==> src/rtl/keypad_scanner_if.sv <==
// Keypad scanner signal bundle: matrix drive/return lines plus the key event outputs.
// The scanner takes the master side; the matrix/downstream latch takes the slave side.
interface keypad_scanner_if;
  logic [2:0] col_in;     // column returns, active-low, asynchronous to clk
  logic [3:0] row_out;    // row drive, active-low one-cold
  logic [3:0] key_code;   // last accepted key code (0 = no key yet)
  logic       key_valid;  // one-cycle pulse per accepted press
  logic       key_held;   // high from acceptance until release is debounced

  modport master (
    input  col_in,
    output row_out,
    output key_code,
    output key_valid,
    output key_held
  );

  modport slave (
    output col_in,
    input  row_out,
    input  key_code,
    input  key_valid,
    input  key_held
  );
endinterface

==> src/rtl/keypad_scanner.sv <==
// 4x3 phone keypad scanner: rotates a one-cold row drive, synchronizes and
// debounces the column returns and reports each accepted press once.
module keypad_scanner #(
  parameter int CLK_DIV      = 1000,  // clk cycles per scan tick (>= 4)
  parameter int DEBOUNCE_CNT = 4      // identical tick samples to accept press/release (2..255)
) (
  input  logic clk,
  input  logic reset,
  keypad_scanner_if.master kp
);
  localparam int TW = (CLK_DIV > 1) ? $clog2(CLK_DIV) : 1;

  typedef enum logic [1:0] {SCAN, DEBOUNCE, HOLD, RELEASE} state_t;

  logic [2:0]    col_meta_reg;
  logic [2:0]    col_sync_reg;
  logic [TW-1:0] tick_cnt_reg;
  logic          tick;

  state_t        state_reg, state_next;
  logic [3:0]    row_reg, row_next;
  logic [2:0]    cand_reg, cand_next;
  logic [7:0]    dcnt_reg, dcnt_next;
  logic [3:0]    code_reg, code_next;
  logic          valid_reg, valid_next;
  logic          held_reg, held_next;

  logic [1:0]    row_idx;
  logic [3:0]    col_code [3];
  logic [3:0]    cand_code;
  logic          single_low;
  logic [3:0]    row_rot;
  logic [7:0]    dcnt_inc;

  // Phone layout: rows 0..2 give 1..9, row 3 gives '*'=B, '0'=A, '#'=C.
  function automatic logic [3:0] key_map(input logic [1:0] r, input logic [1:0] c);
    logic [3:0] code;
    code = 4'h0;
    if (r == 2'd3) begin
      case (c)
        2'd0:    code = 4'hB;
        2'd1:    code = 4'hA;
        2'd2:    code = 4'hC;
        default: code = 4'h0;
      endcase
    end else begin
      code = {2'b00, r} * 4'd3 + {2'b00, c} + 4'd1;
    end
    return code;
  endfunction

  // Two-flop synchronizer on the asynchronous column returns.
  always_ff @(posedge clk) begin
    if (reset) begin
      col_meta_reg <= 3'b000;
      col_sync_reg <= 3'b000;
    end else begin
      col_meta_reg <= kp.col_in;
      col_sync_reg <= col_meta_reg;
    end
  end

  assign tick = (tick_cnt_reg == TW'(CLK_DIV - 1));

  // Free-running scan tick divider, independent of FSM state.
  always_ff @(posedge clk) begin
    if (reset) begin
      tick_cnt_reg <= '0;
    end else if (tick) begin
      tick_cnt_reg <= '0;
    end else begin
      tick_cnt_reg <= tick_cnt_reg + TW'(1);
    end
  end

  // Index of the currently driven row.
  always_comb begin
    row_idx = 2'd0;
    case (row_reg)
      4'b1110: row_idx = 2'd0;
      4'b1101: row_idx = 2'd1;
      4'b1011: row_idx = 2'd2;
      4'b0111: row_idx = 2'd3;
      default: row_idx = 2'd0;
    endcase
  end

  genvar gi;
  generate
    for (gi = 0; gi < 3; gi++) begin : g_col
      assign col_code[gi] = key_map(row_idx, 2'(gi));
    end
  endgenerate

  // Code of the single column latched as the debounce candidate.
  always_comb begin
    cand_code = 4'h0;
    case (cand_reg)
      3'b110:  cand_code = col_code[0];
      3'b101:  cand_code = col_code[1];
      3'b011:  cand_code = col_code[2];
      default: cand_code = 4'h0;
    endcase
  end

  // Multi-press or ghosting shows up as two or more low bits and is ignored.
  assign single_low = (col_sync_reg == 3'b110) || (col_sync_reg == 3'b101) ||
                      (col_sync_reg == 3'b011);
  assign row_rot    = {row_reg[2:0], row_reg[3]};
  assign dcnt_inc   = dcnt_reg + 8'd1;

  // State and output registers.
  always_ff @(posedge clk) begin
    if (reset) begin
      state_reg <= SCAN;
      row_reg   <= 4'b1110;
      cand_reg  <= 3'b111;
      dcnt_reg  <= 8'd0;
      code_reg  <= 4'h0;
      valid_reg <= 1'b0;
      held_reg  <= 1'b0;
    end else begin
      state_reg <= state_next;
      row_reg   <= row_next;
      cand_reg  <= cand_next;
      dcnt_reg  <= dcnt_next;
      code_reg  <= code_next;
      valid_reg <= valid_next;
      held_reg  <= held_next;
    end
  end

  // Scan/debounce/hold/release decisions, taken only on tick cycles.
  always_comb begin
    state_next = state_reg;
    row_next   = row_reg;
    cand_next  = cand_reg;
    dcnt_next  = dcnt_reg;
    code_next  = code_reg;
    valid_next = 1'b0;
    held_next  = held_reg;
    if (tick) begin
      case (state_reg)
        SCAN: begin
          if (single_low) begin
            cand_next  = col_sync_reg;
            dcnt_next  = 8'd1;
            state_next = DEBOUNCE;
          end else begin
            row_next = row_rot;
          end
        end
        DEBOUNCE: begin
          if (col_sync_reg == cand_reg) begin
            dcnt_next = dcnt_inc;
            if (dcnt_inc == 8'(DEBOUNCE_CNT)) begin
              state_next = HOLD;
              valid_next = 1'b1;
              code_next  = cand_code;
              held_next  = 1'b1;
            end
          end else begin
            state_next = SCAN;
            row_next   = row_rot;
          end
        end
        HOLD: begin
          if (col_sync_reg == 3'b111) begin
            state_next = RELEASE;
            dcnt_next  = 8'd1;
          end
        end
        RELEASE: begin
          if (col_sync_reg == 3'b111) begin
            dcnt_next = dcnt_inc;
            if (dcnt_inc == 8'(DEBOUNCE_CNT)) begin
              state_next = SCAN;
              held_next  = 1'b0;
              row_next   = row_rot;
            end
          end else begin
            state_next = HOLD;
          end
        end
        default: state_next = SCAN;
      endcase
    end
  end

  assign kp.row_out   = row_reg;
  assign kp.key_code  = code_reg;
  assign kp.key_valid = valid_reg;
  assign kp.key_held  = held_reg;
endmodule
==> src/flat_wrapper.sv <==
// flat-port wrapper written by rule: the top's interface ports become plain ports
module keypad_scanner_flat 
#(
  parameter int CLK_DIV      = 1000,                                    
  parameter int DEBOUNCE_CNT = 4                                                                
)
  (clk, reset, kp_col_in, kp_row_out, kp_key_code, kp_key_valid, kp_key_held);
  keypad_scanner_if kp_i ();
  input  logic clk;
  input  logic reset;
  input wire logic [$bits(kp_i.col_in)-1:0] kp_col_in;
  output wire logic [$bits(kp_i.row_out)-1:0] kp_row_out;
  output wire logic [$bits(kp_i.key_code)-1:0] kp_key_code;
  output wire logic [$bits(kp_i.key_valid)-1:0] kp_key_valid;
  output wire logic [$bits(kp_i.key_held)-1:0] kp_key_held;
  assign kp_i.col_in = kp_col_in;
  assign kp_row_out = kp_i.row_out;
  assign kp_key_code = kp_i.key_code;
  assign kp_key_valid = kp_i.key_valid;
  assign kp_key_held = kp_i.key_held;
  keypad_scanner #(.CLK_DIV(CLK_DIV), .DEBOUNCE_CNT(DEBOUNCE_CNT)) u_core (.clk(clk), .reset(reset), .kp(kp_i));
endmodule
==> config.mk <==
export PLATFORM = sky130hd
export DESIGN_NAME = keypad_scanner_flat
export DESIGN_NICKNAME = d
export VERILOG_FILES = /design/src/rtl/keypad_scanner_if.sv /design/src/rtl/keypad_scanner.sv /design/src/flat_wrapper.sv
export SDC_FILE = /design/constraint.sdc
export NUM_CORES = 1
export LEC_CHECK = 0
export ABC_AREA = 1
export CORE_ASPECT_RATIO = 1.5
export CORE_MARGIN = 3
export CORE_UTILIZATION = 40
export DETAILED_ROUTE_END_ITERATION = 12
export PLACE_DENSITY_LB_ADDON = 0.25
export SYNTH_ARGS = -nofsm -noshare
export SYNTH_HDL_FRONTEND = slang
export SYNTH_SLANG_ARGS = --single-unit
==> constraint.sdc <==
create_clock -name clk -period 1.9 [get_ports clk]
set_input_delay 0.19 -clock clk [delete_from_list [all_inputs] [get_ports clk]]
set_output_delay 0.19 -clock clk [all_outputs]
set_load 0.01 [all_outputs]
==> results.yml, run 1 <==
setup_path:
  path_class: "reg -> reg"
  cpLargestDelayFamily: "simple AND/OR/NAND/NOR gates"
  end_kind: "flop"
  required_ps: 2070
  crit_fanout: 5
  crit_path_start_kind: "flop"
  critical-path-top-cell-by-count: "nand2_1"
  cp_slowest_cell: "dfxtp_1"
  rr_worst_depth: 11
  worst-path-buf-inv: 1
  worstPathArrival_ps: 1900
  cp_cell_sequence: "ha_1, nand2_1, inv_1, nor2_1, nand3_1, nor2_1, nand3_4, nand2_2, nand2_1, nand2_1, nand3_1"
  cp.depth: 11
  max_stage_delay_ps: 350
cts:
  h-tree-depth: 2
  clock_latency_ps: 290
  clk_path_buf_depth: 2
  holdBufCountCts: 0
  path_clk_slew_ps: 70
  cts_tree: "yes"
  cts_inserted_buffers: 5
  root_buffer: "clkbuf_8"
  cts.sinks: 39
power_and_ir_drop:
  seqPwrFrac_pct: 59.0
  p_int_w: 0.00111
  power_density_mw_per_mm2: 609
  vdd_ir_drop_max_mv: 0.326
  p_switching_w: 0.000312
  pwr-share-comb_pct: 3.3
  pwr-share-clk_pct: 37.6
  swShare_pct: 22.0
  p_leak_nw: 0.963
global_route:
  grt_pass1_vias: 1703
  grt_overflow: 0
  grt_use_met3_pct: 3.76
  use_met1_pct: 14.8
  grt_max_degree: 19
  met2_usage_pct: 28.6
  grt_pass1_wl_um: 7120
  track_usage_pct: 15.3
  antenna_found_initial: 0
  top_usage_layer: "met2"
timing:
  hold_viol: 0
  rsz0062_at_grt: "false"
  slew_headroom_pct: 76.8
  setup_viol_count_final: 0
  clock_skew_ps: 3.78
  slew_viol_final: 0
  worst_pin_slew_ps: 345
  tns_ps: 0
  period_share_pct: 90.8
  period_needed_ps: 1720
  timing.fmax_ghz: 0.580
yosys:
  synth.distinct_cells: 33
  yosysSeqAreaShare_pct: 38.8
  syn_area_per_cell_um2: 7.16
  syn_inst: 281
  synth_seq_cells: 39
  ys_warn_count: 0
  synth_fp_nets: 293
  synth_area_mm2: 0.00201
min_path:
  worstHoldPathType: "reg -> reg"
  min_path_cells: 2
outcome:
  outcome: "finished, final reports clean"
finish:
  final_cells: 368
  final_layout_size_suffix_gt1_share_pct: 10.3
  ff_latch_area_um2: 782
  multiInputGateArea_mm2: 0.00109
  largest_reg_flops: 10
  final_nets: 313
  final_core_util_pct: 48.0
  area_growth_pct: 15.5
  nFillCells: 480
  antenna_cells: 0
floorplan:
  core.rowCount: 31
  dieWidth_um: 63.9
  die-area_mm2: 0.00594
  ios: 15
  core_area_mm2: 0.00485
  die_h_um: 92.9
  start_util_pct: 41.5
drt:
  vias_per_cell: 4.86
  drt_wl_total_um: 4010
  ant_nets: 0
  drt_pass1_iterations: 4
  drc_errors: 0
  drt_iter0_drc: 63
  wire_per_inst_um: 10.9
  vias: 1788
place:
  dpl.hpwl_um: 3050
  gp_congestion: 0.903
  port_buffers: 14
  dp.cells: 360
job:
  cap_viol_max_count: 0
[timing repair]
| item | 4_1_cts | 5_1_grt |
|---|---|---|
| buffers inserted | 0 | 0 |
| endpoints found under the setup margin | 0 | 2 |
| gates resized for setup | 0 | 2 |
[power groups by stage]
stage                     logic (W)  registers, W  clock network [W]
final                     0.0000474      0.000837           0.000533
after global routing      0.0000537      0.000838           0.000593
after CTS                 0.0000484      0.000836           0.000559
after detailed placement  0.0000483      0.000856                  0
after global placement    0.0000481      0.000855                  0
after floorplan           0.0000299      0.000854                  0
[cell families after synthesis]
| family | Yosys count | synth area share (%) |
|---|---|---|
| simple gates | 161 | 38.9 |
| flops | 39 | 38.8 |
| buf+inv | 38 | 7.21 |
| compound gates | 30 | 8.14 |
| fa+ha+maj | 7 | 4.35 |
| xor+xnor | 6 | 2.61 |
[layout make-up]
class / instances / share of cell area (%)
well taps: 66 / 3.55
repair buffers: 16 / 6.67
clock buffers: 7 / 3.28
inverters: 35 / 5.70
flip-flops and latches: 39 / 33.6
multi-input cells: 204 / 47.0
clock inverters: 1 / 0.215
[placed cells by master, fill, tap and decap left out, types with 6 or more instances in the layout]
| cell | Yosys | final |
|---|---|---|
| clkdlybuf4s50_1 | 0 | 14 |
| nor3_1 | 6 | 6 |
| inv_1 | 29 | 29 |
| a21oi_1 | 19 | 19 |
| ha_1 | 7 | 7 |
| nor2_1 | 33 | 33 |
| nand2_1 | 65 | 65 |
| dfxtp_1 | 39 | 38 |
| nand3_1 | 34 | 34 |
[worst register-to-register path, cell delays in order, from the launching register on]
cell and delay [ps]:
dfxtp_1 350, ha_1 240, nand2_1 80, inv_1 50, nor2_1 110, nand3_1 100, nor2_1 180, nand3_4 130
nand2_2 130, nand2_1 120, nand2_1 80, nand3_1 70
[stage by stage]
step                      cell area [um2]  setup WS [ps]  hold WS [ps]  total power (W)
final                                2330            175           401          0.00142
after detailed placement             2240            157           393         0.000904
after floorplan                      2010            356           297         0.000884
after global routing                 2330           6.64           412          0.00148
after global placement               2240            189           389         0.000903
after CTS                            2320            145           403          0.00144
[Yosys cell counts, drive strengths merged]
| library cell | count | area, um2 |
|---|---|---|
| ha | 7 | 87.6 |
| a21oi | 19 | 95.1 |
| nor2 | 39 | 185 |
| nor3b | 3 | 27.5 |
| nand3b | 2 | 27.5 |
| nand3 | 36 | 198 |
| nor3 | 7 | 40.0 |
| a31oi | 1 | 6.26 |
| xnor2 | 5 | 43.8 |
| nand4 | 2 | 12.5 |
| clkinv | 1 | 5.00 |
| dfxtp | 39 | 781 |
| o21ai | 5 | 25.0 |
| o211ai | 5 | 37.5 |
| inv | 34 | 128 |
| or2 | 3 | 18.8 |
| buf | 1 | 5.00 |
| xor2 | 1 | 8.76 |
| clkbuf | 2 | 7.51 |
| nand2 | 69 | 274 |
[routing by layer]
layer	routed length, um	vias to the layer above
li1	-	944
met1	1630	810
met2	2150	26
met3	129	8
met4	104	0
met5	0	-
[path summary, 6_finish.rpt]
| check | startpoint | end | slack [ps] |
|---|---|---|---|
| hold / removal | u_core.col_meta_reg[0]$_SDFF_PP0_ | u_core.col_sync_reg[0]$_SDFF_PP0_ | 400 |
| setup / recovery | u_core.dcnt_reg[0]$_SDFFE_PP0P_ | u_core.kp.row_out[2]$_SDFFE_PP1P_ | 180 |
| hold reg to reg | u_core.col_meta_reg[0]$_SDFF_PP0_ | u_core.col_sync_reg[0]$_SDFF_PP0_ | 400 |
| setup reg to reg | u_core.dcnt_reg[0]$_SDFFE_PP0P_ | u_core.kp.row_out[2]$_SDFFE_PP1P_ | 180 |
(Power assumes the default switching activity.)
==> run 2, diff against run 1 <==
--- a/config.mk
+++ b/config.mk
@@ -8,8 +8,9 @@
 export ABC_AREA = 1
 export CORE_ASPECT_RATIO = 1.5
 export CORE_MARGIN = 3
-export CORE_UTILIZATION = 40
+export CORE_UTILIZATION = 50
 export DETAILED_ROUTE_END_ITERATION = 12
+export GPL_TIMING_DRIVEN = 0
 export PLACE_DENSITY_LB_ADDON = 0.25
 export SYNTH_ARGS = -nofsm -noshare
 export SYNTH_HDL_FRONTEND = slang
==> results.yml, run 2 (synthesized netlist as in run 1, its figures left out) <==
min_path:
  worstHoldPathType: "in -> reg"
floorplan:
  die_h_um: 83.7
  start_util_pct: 53.2
  dieWidth_um: 57.8
  core_area_mm2: 0.00378
  core.rowCount: 27
  ios: 15
  die-area_mm2: 0.00484
timing:
  period_needed_ps: 1720
  worst_pin_slew_ps: 465
  tns_ps: 0
  rsz0062_at_grt: "false"
  timing.fmax_ghz: 0.582
  slew_viol_final: 0
  clock_skew_ps: 6.96
  setup_viol_count_final: 0
  slew_headroom_pct: 69.0
  hold_viol: 0
  timing.final.ws_setup_ps: 181
  period_share_pct: 90.5
global_route:
  grt_max_degree: 13
  grt_pass1_vias: 1620
  grt_pass1_wl_um: 6620
  antenna_found_initial: 0
  track_usage_pct: 17.0
  grt_overflow: 0
setup_path:
  worst-path-buf-inv: 1
  cp_slowest_cell: "dfxtp_1"
  end_kind: "flop"
  path_class: "reg -> reg"
  max_stage_delay_ps: 370
  cpLargestDelayFamily: "simple AND/OR/NAND/NOR gates"
  worstPathArrival_ps: 1910
  crit_fanout: 6
  required_ps: 2090
  cp_cell_sequence: "or2_2, nand3_1, inv_1, ha_1, o21ai_0, o211ai_1, nand2_1, nand2_1"
  crit_path_start_kind: "flop"
  critical-path-top-cell-by-count: "nand2_1"
drt:
  wire_per_inst_um: 10.8
  vias: 1777
  vias_per_cell: 5.15
  drt_wl_total_um: 3720
  drc_errors: 0
  drt_iter0_drc: 51
  drt_pass1_iterations: 4
  ant_nets: 0
finish:
  final_layout_size_suffix_gt1_share_pct: 11.3
  area_growth_pct: 15.4
  layout_commonest_cell: "nand2_1"
  final_nets: 313
  largest_reg_flops: 10
  antenna_cells: 0
  layout_common_cells: "nand2_1, dfxtp_1, nand3_1, nor2_1, inv_1"
place:
  port_buffers: 13
  dp_worst_setup_slack_ps: 123
  gp_congestion: 0.799
  dpl.hpwl_um: 2880
power_and_ir_drop:
  power_density_mw_per_mm2: 642
  vdd_ir_drop_max_mv: 0.518
  p_leak_nw: 0.964
cts:
  cts_inserted_buffers: 5
  cts.sinks: 39
  post_cts_buffers: 0
  clk_path_buf_depth: 2
  cts_tree: "yes"
  root_buffer: "clkbuf_8"
  h-tree-depth: 2
  path_clk_slew_ps: 80
  clock_latency_ps: 290
outcome:
  outcome: "finished, final reports clean"
job:
  cap_viol_max_count: 0
run 2: changes by cell type in the layout (fill, tap and decap cells not counted), sizes merged:
cell	previous run	this run
clkinv	2	1
clkbuf	7	9
buf	2	1
clkdlybuf4s50	14	13
clkinvlp	0	1
run 2: final timing paths:
check	from	endpoint	slack, ps	cells past startpoint
worst max-delay path	u_core.kp.row_out[3]$_SDFFE_PP1P_	u_core.kp.key_code[2]$_SDFFE_PP0P_	180	8
worst min-delay path	reset	u_core.dcnt_reg[2]$_SDFFE_PP0P_	260	2
worst max register to register	u_core.kp.row_out[3]$_SDFFE_PP1P_	u_core.kp.key_code[2]$_SDFFE_PP0P_	180	8
worst min register to register	u_core.col_meta_reg[0]$_SDFF_PP0_	u_core.col_sync_reg[0]$_SDFF_PP0_	400	2
run 2: routing by layer:
layer | wire, um | up-vias | share of wire, % | global-route usage [%]
met2 | 1890 | 23 | 51 | 29.0
met3 | 123 | 8 | 3.3 | 4.95
li1 | - | 948 | - | -
met5 | 0 | - | 0 | 0
met4 | 75 | 0 | 2.0 | 6.96
met1 | 1630 | 798 | 44 | 19.1
run 2: stage by stage:
| step | util, % | instance area (um2) | hold WS (ps) | std cells | power [W] |
|---|---|---|---|---|---|
| 4_1_cts | 60.8 | 2300 | 262 | 345 | 0.00151 |
| 3_3_place_gp | 58.1 | 2200 | 391 | 337 | 0.000898 |
| 3_5_place_dp | 58.1 | 2200 | 392 | 337 | 0.000900 |
| 6_report | 61.4 | 2320 | 255 | 345 | 0.00149 |
| 5_1_grt | 61.4 | 2320 | 270 | 345 | 0.00156 |
| 2_1_floorplan | - | 2010 | 297 | 281 | 0.000884 |
run 2: area by class of cell:
| type | count | area, um2 |
|---|---|---|
| plain buffers | 3 | 12.5 |
| clock buffers | 7 | 96.3 |
| clock inverters | 1 | 7.51 |
| fillers | 353 | 1460 |
| inverters | 35 | 133 |
| multi-input cells | 204 | 1110 |
| flip-flops and latches | 39 | 781 |
| well taps | 43 | 53.8 |
| repair buffers | 13 | 130 |
run 2: worst reg2reg max path, stage by stage, from the launching register on:
cell and delay, ps:
dfxtp_1 370, or2_2 310, nand3_1 200, inv_1 110
ha_1 220, o21ai_0 170, o211ai_1 120, nand2_1 90
nand2_1 40
run 2: repair_timing:
| item | 4_1_cts | 5_1_grt |
|---|---|---|
| gates resized for setup | 0 | 5 |
| endpoints found under the setup margin | 0 | 9 |
| hold buffers | 0 | 0 |
run 2: report_power, final:
part	switching (W)	internal [W]	leakage, nW	total [W]
Sequential	0.00000923	0.000828	0.316	0.000837
Combinational	0.0000264	0.0000170	0.598	0.0000434
Clock	0.000280	0.000330	0.0505	0.000610
==> run 3, diff against run 2 <==
--- a/config.mk
+++ b/config.mk
@@ -10,8 +10,9 @@
 export CORE_MARGIN = 3
 export CORE_UTILIZATION = 50
 export DETAILED_ROUTE_END_ITERATION = 12
-export GPL_TIMING_DRIVEN = 0
+export GPL_TIMING_DRIVEN = 1
 export PLACE_DENSITY_LB_ADDON = 0.25
+export RECOVER_POWER = 100
 export SYNTH_ARGS = -nofsm -noshare
 export SYNTH_HDL_FRONTEND = slang
 export SYNTH_SLANG_ARGS = --single-unit
==> results.yml, run 3 (synthesized netlist as in run 1, its figures left out) <==
drt:
  vias: 1790
  wire_per_inst_um: 11.6
  drt_wl_total_um: 3980
  vias_per_cell: 5.22
  drc_errors: 0
  ant_nets: 0
  drt_iter0_drc: 44
  drt_pass1_iterations: 4
setup_path:
  critical-path-top-cell-by-count: "nand2_1"
  cpLargestDelayFamily: "simple AND/OR/NAND/NOR gates"
  end_kind: "flop"
  cp_cell_sequence: "ha_1, nand2_1, inv_1, nor2_1, nand3_1, nor2_2, nand3_4, clkinv_2, nand2_2, nor2_8, nand2_1, nand2_1"
  max_stage_delay_ps: 340
  worst-path-buf-inv: 2
  crit_fanout: 5
  worstPathArrival_ps: 1970
  path_class: "reg -> reg"
  r2r_slack_ps: 160
  crit_path_start_kind: "flop"
  rr_worst_depth: 12
  required_ps: 2130
  reg2reg_from: "u_core.dcnt_reg[0]$_SDFFE_PP0P_"
  cp_slowest_cell: "dfxtp_1"
  r2r-end: "u_core.kp.key_code[0]$_SDFFE_PP0P_"
timing:
  holdWs_ps: 405
  timing.final.ws_setup_ps: 165
  hold_viol: 0
  slew_headroom_pct: 75.5
  setup_viol_count_final: 0
  slew_viol_final: 0
  timing.fmax_ghz: 0.576
  period_share_pct: 91.3
  tns_ps: 0
  rsz0062_at_grt: "false"
  clock_skew_ps: 4.54
  period_needed_ps: 1740
  worst_pin_slew_ps: 366
cts:
  clock_latency_ps: 290
  cts.sinks: 39
  cts_tree: "yes"
  cts_inserted_buffers: 5
  root_buffer: "clkbuf_8"
  clk_path_buf_depth: 2
  h-tree-depth: 2
  path_clk_slew_ps: 70
power_and_ir_drop:
  power_w: 0.00140
  vdd_ir_drop_max_mv: 0.552
  power_density_mw_per_mm2: 612
  p_leak_nw: 0.960
global_route:
  grt_overflow: 0
  antenna_found_initial: 0
  grt_max_degree: 19
  grt_pass1_wl_um: 7060
  track_usage_pct: 18.2
  grt_pass1_vias: 1762
floorplan:
  core_area_mm2: 0.00378
  core.rowCount: 27
  start_util_pct: 53.2
  die-area_mm2: 0.00484
  ios: 15
  dieWidth_um: 57.8
  die_h_um: 83.7
place:
  gp_congestion: 0.849
  port_buffers: 14
  dp_worst_setup_slack_ps: 156
  dp.cells: 337
  dpl.hpwl_um: 3090
min_path:
  worstHoldPathType: "reg -> reg"
  worstHoldStart: "u_core.col_meta_reg[1]$_SDFF_PP0_"
  whs_endpoint: "u_core.col_sync_reg[1]$_SDFF_PP0_"
  min_path_cells: 2
finish:
  antenna_cells: 0
  layout_commonest_cell: "nand2_1"
  layout_common_cells: "nand2_1, dfxtp_1, nand3_1, nor2_1, inv_1"
  largest_reg_flops: 10
  final_nets: 313
  final_cells: 343
  area_growth_pct: 13.2
  final_layout_size_suffix_gt1_share_pct: 9.33
outcome:
  outcome: "finished, final reports clean"
job:
  cap_viol_max_count: 0
[run 3: cell count changes in the layout (fill, tap and decap cells not counted), moves of 2 or more]
cell	change
nand2_2	+2
clkbuf_8	-2
dlygate4sd3_1	+11
clkdlybuf4s50_1	-10
nand2_4	-2
buf_4	+2
[run 3: tightest hold or removal path: stages, from the launching register on]
cell and delay [ps]:
dfxtp_1 300, inv_1 40, nor2_1 30
[run 3: timing repair]
item,4_1_cts,5_1_grt
resized for setup,0,2
endpoints found under the setup margin,0,3
setup buffers,0,0
hold buffers,0,0
[run 3: final cells by class]
type                       count  area [um2]
clock buffer                   6        72.6
fill                         366        1500
inverter                      35         133
multi-input combinational    204        1080
sequential                    39         781
tap                           43        53.8
timing repair buffer          16         155
[run 3: metrics by stage]
step	instance area, um2	utilization (%)
floorplan	2010	-
global placement	2210	58.4
detailed placement	2210	58.4
CTS	2280	60.3
global route	2280	60.3
finish	2280	60.3
[run 3: routing by layer]
metal  track usage, %  vias up  routed length, um  share of wire [%]
li1                 -      947                  -                  -
met1             18.6      808               1610                 40
met2             33.3       29               2200                 55
met3             5.42        6                121                3.0
met4             7.17        0                 51                1.3
met5                0        -                  0                  0
[run 3: worst max-delay path by stage]
stage                                                 start                                  to  cells past startpoint
final                       u_core.dcnt_reg[0]$_SDFFE_PP0P_  u_core.kp.key_code[0]$_SDFFE_PP0P_                     12
after global routing        u_core.dcnt_reg[0]$_SDFFE_PP0P_   u_core.kp.row_out[2]$_SDFFE_PP1P_                     11
after CTS                   u_core.dcnt_reg[0]$_SDFFE_PP0P_   u_core.kp.row_out[0]$_SDFFE_PP0P_                     11
after detailed placement    u_core.dcnt_reg[0]$_SDFFE_PP0P_   u_core.kp.row_out[0]$_SDFFE_PP0P_                     11
after global placement      u_core.dcnt_reg[0]$_SDFFE_PP0P_   u_core.kp.row_out[0]$_SDFFE_PP0P_                     11
after floorplan           u_core.tick_cnt_reg[0]$_SDFF_PP0_   u_core.kp.row_out[3]$_SDFFE_PP1P_                     10
[run 3: where the power goes]
part	leakage (nW)	total (W)	switching [W]	internal [W]
clock	0.0371	0.000512	0.000267	0.000245
sequential	0.316	0.000837	0.00000895	0.000828
combinational	0.607	0.0000470	0.0000275	0.0000195
